<file path="config.mk">
export PLATFORM = sky130hd
export DESIGN_NAME = program_mem_ctrl_flat
export DESIGN_NICKNAME = d
export VERILOG_FILES = /design/src/rtl/prog_mem_pkg.sv /design/src/rtl/program_mem_ctrl_if.sv /design/src/rtl/prog_mem_ram.sv /design/src/rtl/program_mem_ctrl.sv /design/src/flat_wrapper.sv
export SDC_FILE = /design/constraint.sdc
export NUM_CORES = 2
export LEC_CHECK = 0
export CORE_MARGIN = 1
export CORE_UTILIZATION = 68
export DETAILED_ROUTE_END_ITERATION = 10
export PLACE_DENSITY_LB_ADDON = 0.08
export SYNTH_ARGS = -nofsm -noshare
export SYNTH_HDL_FRONTEND = slang
export SYNTH_HIERARCHICAL = 1
export SYNTH_SLANG_ARGS = --single-unit
</file>
<file path="constraint.sdc">
create_clock -name clk -period 6.7 [get_ports clk]
set_input_delay 0.67 -clock clk [delete_from_list [all_inputs] [get_ports clk]]
set_output_delay 0.67 -clock clk [all_outputs]
set_load 0.1 [all_outputs]
</file>
<file path="src/rtl/prog_mem_pkg.sv">
// Shared constants and FSM state encoding for the program memory controller.
package prog_mem_pkg;

    // Default instruction width and address width.
    localparam int DATA_W_DEF = 16;
    localparam int ADDR_W_DEF = 8;

    // Controller state: waiting for first load, loading, program ready.
    typedef enum logic [1:0] {
        IDLE = 2'd0,
        LOAD = 2'd1,
        DONE = 2'd2
    } state_t;

endpackage

</file>
<file path="src/rtl/program_mem_ctrl_if.sv">
// Bus bundle between the boot loader / processor side (master) and the controller (slave).
//
// Load handshake: a word moves on a rising edge exactly when ld_valid and
// ld_ready are both 1. ld_valid without ld_ready does nothing, and the
// master may change ld_data freely while no transfer happens. ld_ready
// depends only on controller state, never on ld_valid.
interface program_mem_ctrl_if #(
    parameter int DATA_W = prog_mem_pkg::DATA_W_DEF,
    parameter int ADDR_W = prog_mem_pkg::ADDR_W_DEF
) ();

    // Boot load stream
    logic              load_start;
    logic              ld_valid;
    logic [DATA_W-1:0] ld_data;
    logic              ld_last;
    logic              ld_ready;

    // Load status
    logic              load_busy;
    logic              load_done;
    logic              load_err;
    logic [ADDR_W:0]   prog_len;
    logic              cpu_hold;

    // Instruction fetch
    logic              rden;
    logic [ADDR_W-1:0] rd_addr;
    logic [DATA_W-1:0] instr;
    logic              instr_valid;
    logic              rd_oob;

    modport master (
        output load_start, ld_valid, ld_data, ld_last, rden, rd_addr,
        input  ld_ready, load_busy, load_done, load_err, prog_len, cpu_hold,
               instr, instr_valid, rd_oob
    );

    modport slave (
        input  load_start, ld_valid, ld_data, ld_last, rden, rd_addr,
        output ld_ready, load_busy, load_done, load_err, prog_len, cpu_hold,
               instr, instr_valid, rd_oob
    );

endinterface

</file>
<file path="src/rtl/prog_mem_ram.sv">
// Program storage: one write port, one synchronous read port, contents not reset.
module prog_mem_ram #(
    parameter int DATA_W = prog_mem_pkg::DATA_W_DEF,
    parameter int ADDR_W = prog_mem_pkg::ADDR_W_DEF
) (
    input  logic              clk,
    input  logic              we_i,
    input  logic [ADDR_W-1:0] waddr_i,
    input  logic [DATA_W-1:0] wdata_i,
    input  logic              re_i,
    input  logic [ADDR_W-1:0] raddr_i,
    output logic [DATA_W-1:0] rdata_o
);

    localparam int DEPTH = 2 ** ADDR_W;

    logic [DATA_W-1:0] mem_q [DEPTH];
    logic [DATA_W-1:0] rdata_q;

    // Write port: store the accepted load word.
    always_ff @(posedge clk) begin
        if (we_i) begin
            mem_q[waddr_i] <= wdata_i;
        end
    end

    // Read port: registered read, holds the last value when not enabled.
    always_ff @(posedge clk) begin
        if (re_i) begin
            rdata_q <= mem_q[raddr_i];
        end
    end

    assign rdata_o = rdata_q;

endmodule

</file>
<file path="src/rtl/program_mem_ctrl.sv">
// Boot-loads a program image into on-chip memory, then serves instruction
// fetches while releasing the processor from reset.
module program_mem_ctrl #(
    parameter int DATA_W = prog_mem_pkg::DATA_W_DEF,
    parameter int ADDR_W = prog_mem_pkg::ADDR_W_DEF
) (
    input  logic                  clk,
    input  logic                  rst_n,
    program_mem_ctrl_if.slave     bus_if,
    output prog_mem_pkg::state_t  dbg_state_o
);

    import prog_mem_pkg::*;

    localparam int                DEPTH     = 2 ** ADDR_W;
    localparam logic [ADDR_W-1:0] LAST_ADDR = ADDR_W'(DEPTH - 1);

    state_t            state_q, state_d;
    logic [ADDR_W-1:0] wr_ptr_q, wr_ptr_d;
    logic [ADDR_W:0]   prog_len_q, prog_len_d;
    logic              load_done_q, load_done_d;
    logic              load_err_q, load_err_d;
    logic              instr_valid_q, instr_valid_d;
    logic              rd_oob_q, rd_oob_d;

    logic              ld_ready;
    logic              load_busy;
    logic              cpu_hold;
    logic              start_acc;
    logic              xfer;
    logic              at_last;
    logic              fetch;
    logic [DATA_W-1:0] ram_rdata;

    // A start request only counts outside LOAD; a running load cannot be restarted.
    assign start_acc = bus_if.load_start && (state_q != LOAD);
    assign xfer      = bus_if.ld_valid && ld_ready;
    assign at_last   = (wr_ptr_q == LAST_ADDR);
    // Fetches are gated by cpu_hold, so they can never collide with a load write.
    assign fetch     = bus_if.rden && !cpu_hold;

    // State register.
    always_ff @(posedge clk or negedge rst_n) begin
        if (!rst_n) begin
            state_q <= IDLE;
        end else begin
            state_q <= state_d;
        end
    end

    // Next state: start from IDLE/DONE, finish on the last word or a full memory.
    always_comb begin
        state_d = state_q;
        case (state_q)
            IDLE, DONE: begin
                if (bus_if.load_start) begin
                    state_d = LOAD;
                end
            end
            LOAD: begin
                if (xfer && (bus_if.ld_last || at_last)) begin
                    state_d = DONE;
                end
            end
            default: state_d = IDLE;
        endcase
    end

    // State-decoded outputs: ready/busy while loading, processor released only in DONE.
    always_comb begin
        ld_ready  = 1'b0;
        load_busy = 1'b0;
        cpu_hold  = 1'b1;
        case (state_q)
            LOAD: begin
                ld_ready  = 1'b1;
                load_busy = 1'b1;
            end
            DONE: begin
                cpu_hold = 1'b0;
            end
            default: ;
        endcase
    end

    // Load bookkeeping: clear on start, advance on each transfer; pointer saturates at the top.
    always_comb begin
        wr_ptr_d    = wr_ptr_q;
        prog_len_d  = prog_len_q;
        load_done_d = load_done_q;
        load_err_d  = load_err_q;
        if (start_acc) begin
            wr_ptr_d    = '0;
            prog_len_d  = '0;
            load_done_d = 1'b0;
            load_err_d  = 1'b0;
        end else if (xfer) begin
            prog_len_d = prog_len_q + 1'b1;
            if (!at_last) begin
                wr_ptr_d = wr_ptr_q + 1'b1;
            end
            if (bus_if.ld_last) begin
                load_done_d = 1'b1;
                load_err_d  = 1'b0;
            end else if (at_last) begin
                load_done_d = 1'b1;
                load_err_d  = 1'b1;
            end
        end
    end

    // Load bookkeeping registers.
    always_ff @(posedge clk or negedge rst_n) begin
        if (!rst_n) begin
            wr_ptr_q    <= '0;
            prog_len_q  <= '0;
            load_done_q <= 1'b0;
            load_err_q  <= 1'b0;
        end else begin
            wr_ptr_q    <= wr_ptr_d;
            prog_len_q  <= prog_len_d;
            load_done_q <= load_done_d;
            load_err_q  <= load_err_d;
        end
    end

    // Fetch qualifiers for the cycle after the request.
    always_comb begin
        instr_valid_d = fetch;
        rd_oob_d      = fetch && ({1'b0, bus_if.rd_addr} >= prog_len_q);
    end

    // Fetch qualifier registers; they also mask the unreset RAM output after reset.
    always_ff @(posedge clk or negedge rst_n) begin
        if (!rst_n) begin
            instr_valid_q <= 1'b0;
            rd_oob_q      <= 1'b0;
        end else begin
            instr_valid_q <= instr_valid_d;
            rd_oob_q      <= rd_oob_d;
        end
    end

    prog_mem_ram #(
        .DATA_W (DATA_W),
        .ADDR_W (ADDR_W)
    ) u_ram (
        .clk     (clk),
        .we_i    (xfer),
        .waddr_i (wr_ptr_q),
        .wdata_i (bus_if.ld_data),
        .re_i    (fetch),
        .raddr_i (bus_if.rd_addr),
        .rdata_o (ram_rdata)
    );

    assign bus_if.ld_ready    = ld_ready;
    assign bus_if.load_busy   = load_busy;
    assign bus_if.cpu_hold    = cpu_hold;
    assign bus_if.load_done   = load_done_q;
    assign bus_if.load_err    = load_err_q;
    assign bus_if.prog_len    = prog_len_q;
    assign bus_if.instr_valid = instr_valid_q;
    assign bus_if.rd_oob      = rd_oob_q;
    assign bus_if.instr       = (instr_valid_q && !rd_oob_q) ? ram_rdata : '0;
    assign dbg_state_o        = state_q;

endmodule

</file>
<file path="src/flat_wrapper.sv">
// flat-port wrapper written by rule: the top's interface ports become plain ports
module program_mem_ctrl_flat import prog_mem_pkg::*;
#(
    parameter int DATA_W = prog_mem_pkg::DATA_W_DEF,
    parameter int ADDR_W = prog_mem_pkg::ADDR_W_DEF
)
  (clk, rst_n, dbg_state_o, bus_if_load_start, bus_if_ld_valid, bus_if_ld_data, bus_if_ld_last, bus_if_rden, bus_if_rd_addr, bus_if_ld_ready, bus_if_load_busy, bus_if_load_done, bus_if_load_err, bus_if_prog_len, bus_if_cpu_hold, bus_if_instr, bus_if_instr_valid, bus_if_rd_oob);
  program_mem_ctrl_if #(.DATA_W(DATA_W), .ADDR_W(ADDR_W)) bus_if_i ();
  input  logic clk;
  input  logic rst_n;
  output prog_mem_pkg::state_t dbg_state_o;
  input wire logic [$bits(bus_if_i.load_start)-1:0] bus_if_load_start;
  input wire logic [$bits(bus_if_i.ld_valid)-1:0] bus_if_ld_valid;
  input wire logic [$bits(bus_if_i.ld_data)-1:0] bus_if_ld_data;
  input wire logic [$bits(bus_if_i.ld_last)-1:0] bus_if_ld_last;
  input wire logic [$bits(bus_if_i.rden)-1:0] bus_if_rden;
  input wire logic [$bits(bus_if_i.rd_addr)-1:0] bus_if_rd_addr;
  output wire logic [$bits(bus_if_i.ld_ready)-1:0] bus_if_ld_ready;
  output wire logic [$bits(bus_if_i.load_busy)-1:0] bus_if_load_busy;
  output wire logic [$bits(bus_if_i.load_done)-1:0] bus_if_load_done;
  output wire logic [$bits(bus_if_i.load_err)-1:0] bus_if_load_err;
  output wire logic [$bits(bus_if_i.prog_len)-1:0] bus_if_prog_len;
  output wire logic [$bits(bus_if_i.cpu_hold)-1:0] bus_if_cpu_hold;
  output wire logic [$bits(bus_if_i.instr)-1:0] bus_if_instr;
  output wire logic [$bits(bus_if_i.instr_valid)-1:0] bus_if_instr_valid;
  output wire logic [$bits(bus_if_i.rd_oob)-1:0] bus_if_rd_oob;
  assign bus_if_i.load_start = bus_if_load_start;
  assign bus_if_i.ld_valid = bus_if_ld_valid;
  assign bus_if_i.ld_data = bus_if_ld_data;
  assign bus_if_i.ld_last = bus_if_ld_last;
  assign bus_if_i.rden = bus_if_rden;
  assign bus_if_i.rd_addr = bus_if_rd_addr;
  assign bus_if_ld_ready = bus_if_i.ld_ready;
  assign bus_if_load_busy = bus_if_i.load_busy;
  assign bus_if_load_done = bus_if_i.load_done;
  assign bus_if_load_err = bus_if_i.load_err;
  assign bus_if_prog_len = bus_if_i.prog_len;
  assign bus_if_cpu_hold = bus_if_i.cpu_hold;
  assign bus_if_instr = bus_if_i.instr;
  assign bus_if_instr_valid = bus_if_i.instr_valid;
  assign bus_if_rd_oob = bus_if_i.rd_oob;
  program_mem_ctrl #(.DATA_W(DATA_W), .ADDR_W(ADDR_W)) u_core (.clk(clk), .rst_n(rst_n), .bus_if(bus_if_i), .dbg_state_o(dbg_state_o));
endmodule
</file>
==> impl_metrics.yaml <==
layout:
  area_growth_pct: 11.46
  layout_commonest_cell: "edfxtp_1"
  fin_cells: 11370
  final_cell_mix: "4112 x edfxtp_1, 797 x mux4_2, 566 x mux2i_1"
  drive_above_1_share_pct: 23.31
  nNetsFinal: 7957
drt:
  finalWirelength_mm: 412.2
  ant_nets: 0
  drt_iter0_markers: 12490
  avgRoutedWirePerCell_um: 36.26
  first_pass_iters: 8
  vias_per_cell: 7.212
  vias: 81990
  drc: 0
power:
  p_total_mw: 53.95
  p_leak_nw: 56.99
  vdd_drop_max_uv: 542.5
  power.density_nw_per_um2: 301.9
synthesis:
  synth_area_leaders: "edfxtp_1 77%, mux4_2 11%, mux2i_1 3.5%"
  synth_seq_cells: 4135
  async_flop_share_pct: 0.5562
  synth-warning-count: 6
  syn_avg_cell_area_sq_um: 21.35
  syn_area_sq_um: 160300
  synth_edf_count: 4112
  syn-num-nets: 7549
  seq_area_frac_synth_pct: 77.38
  syn_inst: 7509
  ys_types: 65
  synth_top_area_share_pct: 77.02
  yosysTopAreaCell: "edfxtp_1"
  synth_ff_type: "edfxtp_1"
sta:
  relSlewSlack_pct: 2.379
  fmax_mhz: 209.2
  fin_crit_sh_pct: 71.35
  rsz0062_at_grt: "no"
  hold_viol_final: 0
  finalSetupViolations: 0
  worstMarginPinSlew_ns: 1.464
  setup_tns_ns: 0
  slew_viol_final: 0
  fin_skew_ns: 0.04904
  period_needed_ns: 4.781
worst_setup_path:
  worstPathArrival_ns: 4.11
  cp_slowest_stage_delay_ns: 1.22
  r2r_start: "u_core/dbg_state_o[1]"
  worst-path-buf-inv: 1
  worst-path-max-fanout: 17
  reg2reg_slack_ns: 2.76
  cp.required_ns: 6.03
  path_cells: "nor2b_2 > and2_1 > clkdlybuf4s50_1"
  slowest_stage: "clkdlybuf4s50_1"
  crit_family: "simple AND/OR/NAND/NOR gates"
  r2r_cells: 5
  worstSetupStartpointType: "flop"
  endpoint_kind: "primary output"
  crit_type: "flop to primary output"
  r2r-end: "u_core/u_ram/mem_q[206][10]"
outcome:
  status: "completed"
grt:
  grt_max_degree: 193
  overflow: 0
  busiest_layer: "met2"
  use_met2_pct: 53.53
  grt_pass1_vias: 80040
  track_usage_pct: 35.10
  antenna_found_initial: 18
  met3_usage_pct: 8.331
  grtUsageMet1_pct: 50.01
  grt_pass1_wl_mm: 580.3
clock_tree:
  clk_latency_ns: 1.01
  cts_tree: "built"
  clk_pin_slew_worst_paths_ns: 0.06
  cts_max_level: 5
  cts_buffers: 406
  cts-resized-gates: 0
  cts.hold.buffers_added: 0
  ctsRootBufferMaster: "clkbuf_16"
  clock_path_buffers: 4
  cts_setup_buffers: 0
  clock_sinks: 4135
floorplanning:
  coreArea_sq_um: 233400
  die_w_um: 487.6
  ios: 64
  die_height_um: 487.6
  start_util_pct: 68.68
  rows: 177
  die-area_sq_um: 237700
hold_path:
  hp-class: "input pin to async pin"
placement:
  place_hpwl_mm: 233.0
  place_congestion: 0.9285
  port_buffers: 63
  dp_cells: 10640
flow_run:
  cap_violations: 0
==> how the worst max path moves through the flow <==
stage / from / end / slack (ns) / depth (start not counted)
after detailed placement: bus_if_rd_addr[6] / u_core/u_ram/rdata_o[5] / 1.63 / 7
final: u_core/bus_if.rd_oob / bus_if_instr[12] / 1.92 / 3
after floorplan: u_core/dbg_state_o[0] / u_core/u_ram/mem_q[234][0] / 3.12 / 8
after CTS: u_core/bus_if.rd_oob / bus_if_instr[12] / 1.95 / 3
after global placement: bus_if_rd_addr[6] / u_core/u_ram/rdata_o[5] / 1.67 / 7
after global routing: u_core/bus_if.instr_valid / bus_if_instr[12] / 1.95 / 3
==> power by group <==
group	internal, mW	total (mW)	switching [mW]
clock	13.0	22.3	9.30
sequential	28.5	28.6	0.0475
combinational	0.948	3.07	2.12
total	42.5	54.0	11.5
==> layer usage <==
layer	routed length, um	vias to the layer above	share of wire (%)
met5	44	-	0.011
met4	18080	8	4.4
met3	52650	910	13
met2	194000	5737	47
met1	147500	42720	36
li1	-	32610	-
==> cell families after synthesis <==
group | Yosys count | synth area share [%]
AOI/OAI and AO/OA | 816 | 3.640
muxes | 1451 | 15.35
adders and majority gates | 10 | 0.07804
xor gates and xnor gates | 7 | 0.03824
DFF | 4135 | 77.38
buffers and inverters | 473 | 1.726
and+or+nand+nor | 617 | 1.791
==> state kept, by name, indices dropped and copies added (netlist names) <==
signal / count
u_core/u_ram/rdata_o: 16
u_core/bus_if.load_err: 1
u_core/u_ram/mem_q: 4096
u_core/bus_if.load_done: 1
u_core/bus_if.prog_len: 9
u_core/bus_if.rd_oob: 1
u_core/wr_ptr_q: 8
u_core/dbg_state_o: 2
u_core/bus_if.instr_valid: 1
==> cells in the mapped netlist (all sizes together), types with 2 or more instances <==
| library cell | number |
|---|---|
| mux4 | 797 |
| nand3b | 2 |
| a31oi | 7 |
| nand2 | 42 |
| o211ai | 2 |
| or2 | 5 |
| nand4b | 4 |
| clkbuf | 232 |
| edfxtp | 4112 |
| a2111oi | 7 |
| nor2 | 316 |
| o21a | 2 |
| mux2 | 88 |
| a311oi | 2 |
| nor4b | 2 |
| a21o | 4 |
| a22o | 32 |
| a21oi | 179 |
| inv | 16 |
| and2 | 19 |
| dfrtp | 23 |
| and4 | 3 |
| mux2i | 566 |
| or3 | 3 |
| ha | 10 |
| and3 | 12 |
| xnor2 | 6 |
| nor4 | 20 |
| o22ai | 149 |
| nor3 | 93 |
| o32ai | 21 |
| o21ai | 45 |
| nor4bb | 2 |
| nand2b | 7 |
| a211oi | 20 |
| nand4 | 30 |
| a22oi | 43 |
| o221ai | 253 |
| nor2b | 10 |
| buf | 225 |
| a221oi | 28 |
| o31ai | 19 |
| nand3 | 44 |
==> layout make-up <==
| type | instances | area (sq um) |
|---|---|---|
| clock inverter | 233 | 2242 |
| clock buffer | 486 | 10640 |
| multi-input combinational | 2901 | 33690 |
| fill | 12270 | 54730 |
| antenna | 8 | 20.02 |
| timing repair buffer | 457 | 4051 |
| inverter | 16 | 72.57 |
| tap | 3132 | 3919 |
| sequential | 4135 | 124100 |
==> stage by stage <==
| stage | utilization, % | instance area, sq um | hold slack [ns] | worst slack, ns |
|---|---|---|---|---|
| CTS | 76.54 | 178700 | 0.06999 | 1.950 |
| global route | 76.55 | 178700 | 0.1142 | 1.947 |
| global placement | 71.02 | 165800 | 0.4818 | 1.665 |
| floorplan | - | 160300 | 0.3744 | 3.123 |
| detailed placement | 71.02 | 165800 | 0.4936 | 1.627 |
| finish | 76.55 | 178700 | 0.1075 | 1.919 |
Note: power is estimated with default switching activity, not from simulation.
